`config.mk`:
```
export PLATFORM = sky130hd
export DESIGN_NAME = ret_addr_stack
export DESIGN_NICKNAME = d
export VERILOG_FILES = /design/src/rtl/ret_addr_stack.sv
export SDC_FILE = /design/constraint.sdc
export NUM_CORES = 1
export LEC_CHECK = 0
export ABC_AREA = 0
export CAP_MARGIN = 20
export CORE_ASPECT_RATIO = 1.1
export CORE_MARGIN = 4
export CORE_UTILIZATION = 40
export CTS_CLUSTER_DIAMETER = 100
export DETAILED_ROUTE_END_ITERATION = 12
export HOLD_SLACK_MARGIN = 0.06
export PLACE_DENSITY = 0.69
export SYNTH_ARGS = -nofsm -noshare
export SYNTH_HDL_FRONTEND = slang
export SYNTH_SLANG_ARGS = --single-unit
```
`constraint.sdc`:
```
create_clock -name clk -period 4.4 [get_ports clk]
set_input_delay 0.66 -clock clk [delete_from_list [all_inputs] [get_ports clk]]
set_output_delay 0.66 -clock clk [all_outputs]
set_load 0.01 [all_outputs]
```
`src/rtl/ret_addr_stack.sv`:
```
// Return-address stack: push stores pc_in+1, pop discards the top, push+pop replaces the top.
// Latency: ret_addr/count/empty/full update on the edge that performs the operation.
// Backpressure: none; pushes while full and pops while empty are dropped and raise sticky flags.
module ret_addr_stack #(
  parameter int WIDTH = 16,
  parameter int DEPTH = 8      // power of 2, >= 2
) (
  input  logic                     clk,
  input  logic                     rst_n,
  input  logic                     push,
  input  logic                     pop,
  input  logic [WIDTH-1:0]         pc_in,
  input  logic                     clr_err,
  output logic [WIDTH-1:0]         ret_addr,
  output logic [$clog2(DEPTH):0]   count,
  output logic                     empty,
  output logic                     full,
  output logic                     overflow,
  output logic                     underflow
);

  localparam int AW = $clog2(DEPTH);
  localparam int CW = AW + 1;

  logic [WIDTH-1:0] mem [DEPTH];
  logic [CW-1:0]    cnt, cnt_nxt;
  logic [WIDTH-1:0] ret_nxt;
  logic [WIDTH-1:0] pc_inc;
  logic [AW-1:0]    waddr;
  logic [AW-1:0]    rd_idx;
  logic             we;
  logic             ovf_set;
  logic             unf_set;

  assign pc_inc = pc_in + WIDTH'(1);
  assign empty  = (cnt == '0);
  assign full   = (cnt == CW'(DEPTH));
  assign count  = cnt;
  // Entry below the top, i.e. the new top after a pop with two or more entries.
  assign rd_idx = AW'(cnt - CW'(2));

  // Decode {push,pop} into next count, next ret_addr, RAM write and flag sets.
  always_comb begin
    cnt_nxt = cnt;
    ret_nxt = ret_addr;
    we      = 1'b0;
    waddr   = cnt[AW-1:0];
    ovf_set = 1'b0;
    unf_set = 1'b0;
    unique case ({push, pop})
      2'b10: begin
        if (!full) begin
          we      = 1'b1;
          cnt_nxt = cnt + CW'(1);
          ret_nxt = pc_inc;
        end else begin
          ovf_set = 1'b1;
        end
      end
      2'b01: begin
        if (cnt > CW'(1)) begin
          cnt_nxt = cnt - CW'(1);
          ret_nxt = mem[rd_idx];
        end else if (cnt == CW'(1)) begin
          cnt_nxt = '0;
          ret_nxt = '0;
        end else begin
          unf_set = 1'b1;
        end
      end
      2'b11: begin
        // Tail call: overwrite the top; on an empty stack this is a plain push.
        we      = 1'b1;
        ret_nxt = pc_inc;
        if (empty) begin
          cnt_nxt = CW'(1);
        end else begin
          waddr = AW'(cnt - CW'(1));
        end
      end
      default: ;
    endcase
  end

  // Entry RAM has no reset; writes are suppressed while reset is asserted.
  always_ff @(posedge clk) begin
    if (rst_n && we) begin
      mem[waddr] <= pc_inc;
    end
  end

  // Count, registered top copy and sticky error flags (clear wins over set).
  always_ff @(posedge clk or negedge rst_n) begin
    if (!rst_n) begin
      cnt       <= '0;
      ret_addr  <= '0;
      overflow  <= 1'b0;
      underflow <= 1'b0;
    end else begin
      cnt       <= cnt_nxt;
      ret_addr  <= ret_nxt;
      overflow  <= clr_err ? 1'b0 : (overflow  | ovf_set);
      underflow <= clr_err ? 1'b0 : (underflow | unf_set);
    end
  end

endmodule

```
; ---- Word level (Yosys, flattened, before mapping)
; Memories as Yosys holds them, arrays and structs flattened.
; Cells that the tools add are included.
[op_classes]
muxes = 22
n_reduce_logical = 5
bitwise = 2
n_shift = 0
div_mod_pow = 0
multipliers = 0
n_lt_le_gt_ge = 1
eq_ne = 8
n_addsub = 4
[ops]
columns = op, count
row1 = $mux W16, 3
row2 = $pmux W16 S3, 1
row3 = $add A16 B1 Y16 const B, 1
row4 = $mux W4, 4
row5 = $pmux W4 S3, 1
row6 = $mux W1, 10
row7 = $mux W3, 2
row8 = $add A4 B1 Y4 const B, 1
row9 = $eq A2 B2 Y1 const B, 2
row10 = $eq A4 B1 Y1 const B, 1
row11 = $eq A4 B4 Y1 const B, 1
row12 = $gt A4 B1 Y1 const B, 1
row13 = $logic_not A4 Y1, 1
row14 = $ne A2 B2 Y1 const B, 2
row15 = $reduce_and A4 Y1, 1
row16 = $sub A4 B1 Y4 const B, 1
row17 = $ne A3 B3 Y1 const B, 1
row18 = $reduce_and A3 Y1, 1
row19 = $reduce_bool A3 Y1, 1
row20 = $sub A3 B2 Y3 const B, 1
row21 = $eq A2 B1 Y1 const B, 1
row22 = $or A1 B1 Y1, 2
row23 = $pmux W1 S2, 1
row24 = $logic_and A1 B1 Y1, 1
[totals]
ff_bits = 22
latch_bits = 0
rom_bits = 0
mem_count = 1
mem_bits_rw = 128
[mem_list]
columns = name, depth, word_bits, read_ports, rd_ports_with_merged_regs, write_ports, line_no
row1 = mem, 8, 16, 1, 0, 1, 25  ; logic [WIDTH-1:0] mem [DEPTH];

; ---- Longest topological paths before layout
[logic_depth]
ltp_word = 6
mapped_depth = 12

; ---- Worst setup path before layout
; OpenSTA, ideal clock, no wires.
[synth_timing]
path_kind = register to register
startpoint = reg cnt[0], in the netlist count[0]
endpoint = mem mem[3][0] (enable)
stages_incl_launch_ff = 11
required_time_ps = 4012
path_slack_ps = 1142
synth_period_minus_slack_ps = 3258
arrival_ps = 2870
cell_sequence = dfrtp_1 -> buf_6 -> buf_4 -> buf_2 -> inv_1 -> ha_1 -> nor3b_2 -> or2_2 -> o21ai_0 -> nand2_1 -> nor2_1
[synth_between]
word_cells_on_any_way = 10
classes_between = add/sub (1) / eq/ne (1) / mux (6) / reduce/logical (2)
[synth_lines]
columns = item, line_no
row1 = from (decl), 26  ; logic [CW-1:0] cnt, cnt_nxt;
row2 = from (signal assigned), 100  ; cnt <= cnt_nxt;
row3 = $logic_not A4 Y1, 36  ; assign empty = (cnt == '0);
row4 = via empty, 16  ; output logic empty,
row5 = $mux W3, 75  ; if (empty) begin
row6 = $mux W3, 50  ; unique case ({push, pop})
row7 = to (decl), 25
; The timed path passes the listed nets, and every way through them passes these cells.

; ---- Worst setup path in the final report
[layout_timing]
startpoint = reg cnt[1], in the netlist count[1]
endpoint = out full
[layout_between]
elab_chain_cells = 1
[layout_lines]
columns = item, line_no
row1 = $eq A4 B4 Y1, 37  ; assign full = (cnt == CW'(DEPTH));
row2 = to (decl), 17  ; output logic full,
; Every way passes these cells.

==> impl_metrics.json <==
{
  "core_area_mm2": 0.0157,
  "max_freq_ghz": 0.325,
  "end_kind": "output port",
  "crit_fanout": 12,
  "cap_violations": 0,
  "dpl.hpwl_um": 8820,
  "port_buffers": 44,
  "ctsHoldBuffers": 0,
  "setup_slack_ns": 1.32,
  "ant_nets": 0,
  "tns_ns": 0,
  "drive_gt1_share_pct": 18.8,
  "dr.first_iter.drc_count": 338,
  "cts_htree_levels": 4,
  "synth_common_cells": "128 x edfxtp_1, 31 x mux4_2, 28 x nand2_1, 28 x nor2_1, 22 x dfrtp_1",
  "ys_ff_latch": 150,
  "avgSynthCellArea_um2": 17.0,
  "fillCellCount": 1274,
  "synth_area_leaders": "edfxtp_1 60%, mux4_2 11%, dfrtp_1 8.6%, nand2_1 1.6%, nor2_1 1.6%",
  "post_cts_buffers": 0,
  "worstPathRequired_ns": 3.74,
  "antenna_found_initial": 0,
  "power.density_mw_per_mm2": 628,
  "rows": 48,
  "grt_usage_pct": 16.1,
  "setup_viol": 0,
  "cts_tree": "built",
  "synth_seq_area_share_pct": 68.8,
  "drt-vias-per-instance": 5.56,
  "grt_pass1_vias": 3777,
  "cts_root_buf": "clkbuf_16",
  "critical_path_class": "flop to output port",
  "synthCells": 375,
  "drc": 0,
  "min_path_type": "flop to flop",
  "cts.clk_slew.worst_paths_ns": 0.06,
  "ys_warn_count": 0,
  "grt_pass1_wl_um": 21600,
  "synth-edff-count": 128,
  "ys.flop_type": "edfxtp_1",
  "cp-start-kind": "flop",
  "cts_sinks": 150,
  "status": "finished, final reports clean",
  "wl_per_cell_um": 21.3,
  "grt_max_degree": 46,
  "synth-async-reset-ratio_pct": 14.7,
  "vdd_drop_max_mv": 0.315,
  "ctsResizeCount": 0,
  "final_nets": 463,
  "synth.most_common_cell": "edfxtp_1",
  "die_y_um": 141,
  "dr.pass1.iters": 5,
  "clk_latency_ns": 0.41,
  "cts_buffers": 17,
  "dr_total_vias": 3600,
  "min_period_ns": 3.08,
  "leakagePower_nw": 2.60,
  "finalWirelength_um": 13800,
  "seq_area_mm2": 0.00440,
  "n_antenna_cell": 0,
  "gr-total-overflow": 0,
  "fin_crit_sh_pct": 70.0,
  "slew_viol_final": 0,
  "clock_skew_ns": 0.0136,
  "die_area_mm2": 0.0181,
  "tightest_slew_ns": 0.902,
  "dieWidth_um": 128,
  "cp.arrival_ns": 2.42,
  "cts_max_path_buffers": 2,
  "ys_types": 55,
  "relSlewSlack_pct": 39.9,
  "io_pins": 45,
  "synthesis.nets": 403,
  "synth_top_cell_area_share_pct": 60.2,
  "pre_cts_slack_ns": 1.20,
  "hold_viol_final": 0,
  "multi_input_area_mm2": 0.00184,
  "synth_top_cell_by_area": "edfxtp_1",
  "grt_setup_unrepaired": "false",
  "gp_congestion": 0.840,
  "synth_area_mm2": 0.00639,
  "start_util_pct": 40.8,
  "syn_to_final_growth_pct": 19.1
}
power breakdown:
group	total (mW)	switching (mW)	internal [mW]	leakage, nW
combinational	1.61	0.837	0.774	0.923
clock	1.29	0.527	0.763	0.252
sequential	1.88	0.121	1.76	1.43
total	4.78	1.48	3.29	2.60
routing by layer:
metal / up-vias / part of all wire, % / track usage [%]
met3: 15 / 6.0 / 3.74
met5: - / 0 / 0
met2: 140 / 52 / 26.6
met1: 1827 / 41 / 20.8
met4: 0 / 1.7 / 5.69
li1: 1618 / - / -
flip-flops by register name (all words and copies together) (netlist names):
| signal | flops |
|---|---|
| overflow | 1 |
| mem | 128 |
| underflow | 1 |
| ret_addr | 16 |
| count | 4 |
through the flow:
stage	instance area (um2)	cells	utilization, %	hold WS, ns	total power [mW]
6_report	7610	648	48.5	0.515	4.78
2_1_floorplan	6390	375	-	0.364	3.00
3_3_place_gp	7070	616	45.1	0.488	3.50
3_5_place_dp	7070	616	45.1	0.498	3.53
5_1_grt	7610	648	48.5	0.543	5.03
4_1_cts	7610	648	48.5	0.511	4.83
worst max-delay path, cell delays in order (launching register included):
cell and delay (ns):
dfrtp_1 0.38, inv_2 0.25, ha_1 0.36, nor2b_1 0.24, and2_1 0.22, clkdlybuf4s50_1 0.56
path summary, 6_finish.rpt:
check	from	end	slack [ns]	cells past startpoint
min in group asynchronous	rst_n	ret_addr[9]	0.67	1
worst min register to register	ret_addr[4]	ret_addr[4]	0.51	2
worst max-delay path	count[1]	full	1.32	5
max in group asynchronous	rst_n	count[0]	3.06	2
worst min-delay path	ret_addr[4]	ret_addr[4]	0.51	2
worst max register to register	count[1]	ret_addr[9]	1.55	6
final cells by class:
cell class / instances / area share, %
Clock inverter: 8 / 0.707
Multi-Input combinational cell: 199 / 24.2
Sequential cell: 150 / 57.8
Timing Repair Buffer: 59 / 7.27
Inverter: 8 / 0.395
Clock buffer: 24 / 6.33
Tap cell: 200 / 3.29
layout by cell type (no fill, tap or decap), types with 4 or more instances in the layout:
master / instances
edfxtp_1: 128
clkdlybuf4s50_1: 44
mux4_2: 31
nand2_1: 28
nor2_1: 28
dfrtp_1: 21
clkbuf_16: 17
buf_4: 15
a221o_1: 10
xor2_1: 9
a21oi_1: 9
inv_1: 7
mux2i_1: 7
ha_1: 7
nand3_1: 6
xnor2_1: 6
o21ai_0: 5
a22o_1: 5
nor3_1: 4
o221ai_1: 4
o31ai_1: 4
clkbuf_1: 4
clkinvlp_4: 4
cells by family (layout without fill, tap and decap cells):
logic type	after synthesis	after routing	synth area share (%)
AO/OA/AOI/OAI	54	54	6.56
XOR/XNOR	15	15	2.06
adder cells (fa/ha/maj)	7	7	1.37
buffers and inverters	26	99	2.39
flip-flops	150	150	68.8
multiplexers	39	39	12.4
AND/OR/NAND/NOR	84	84	6.40
(Power assumes the default switching activity.)
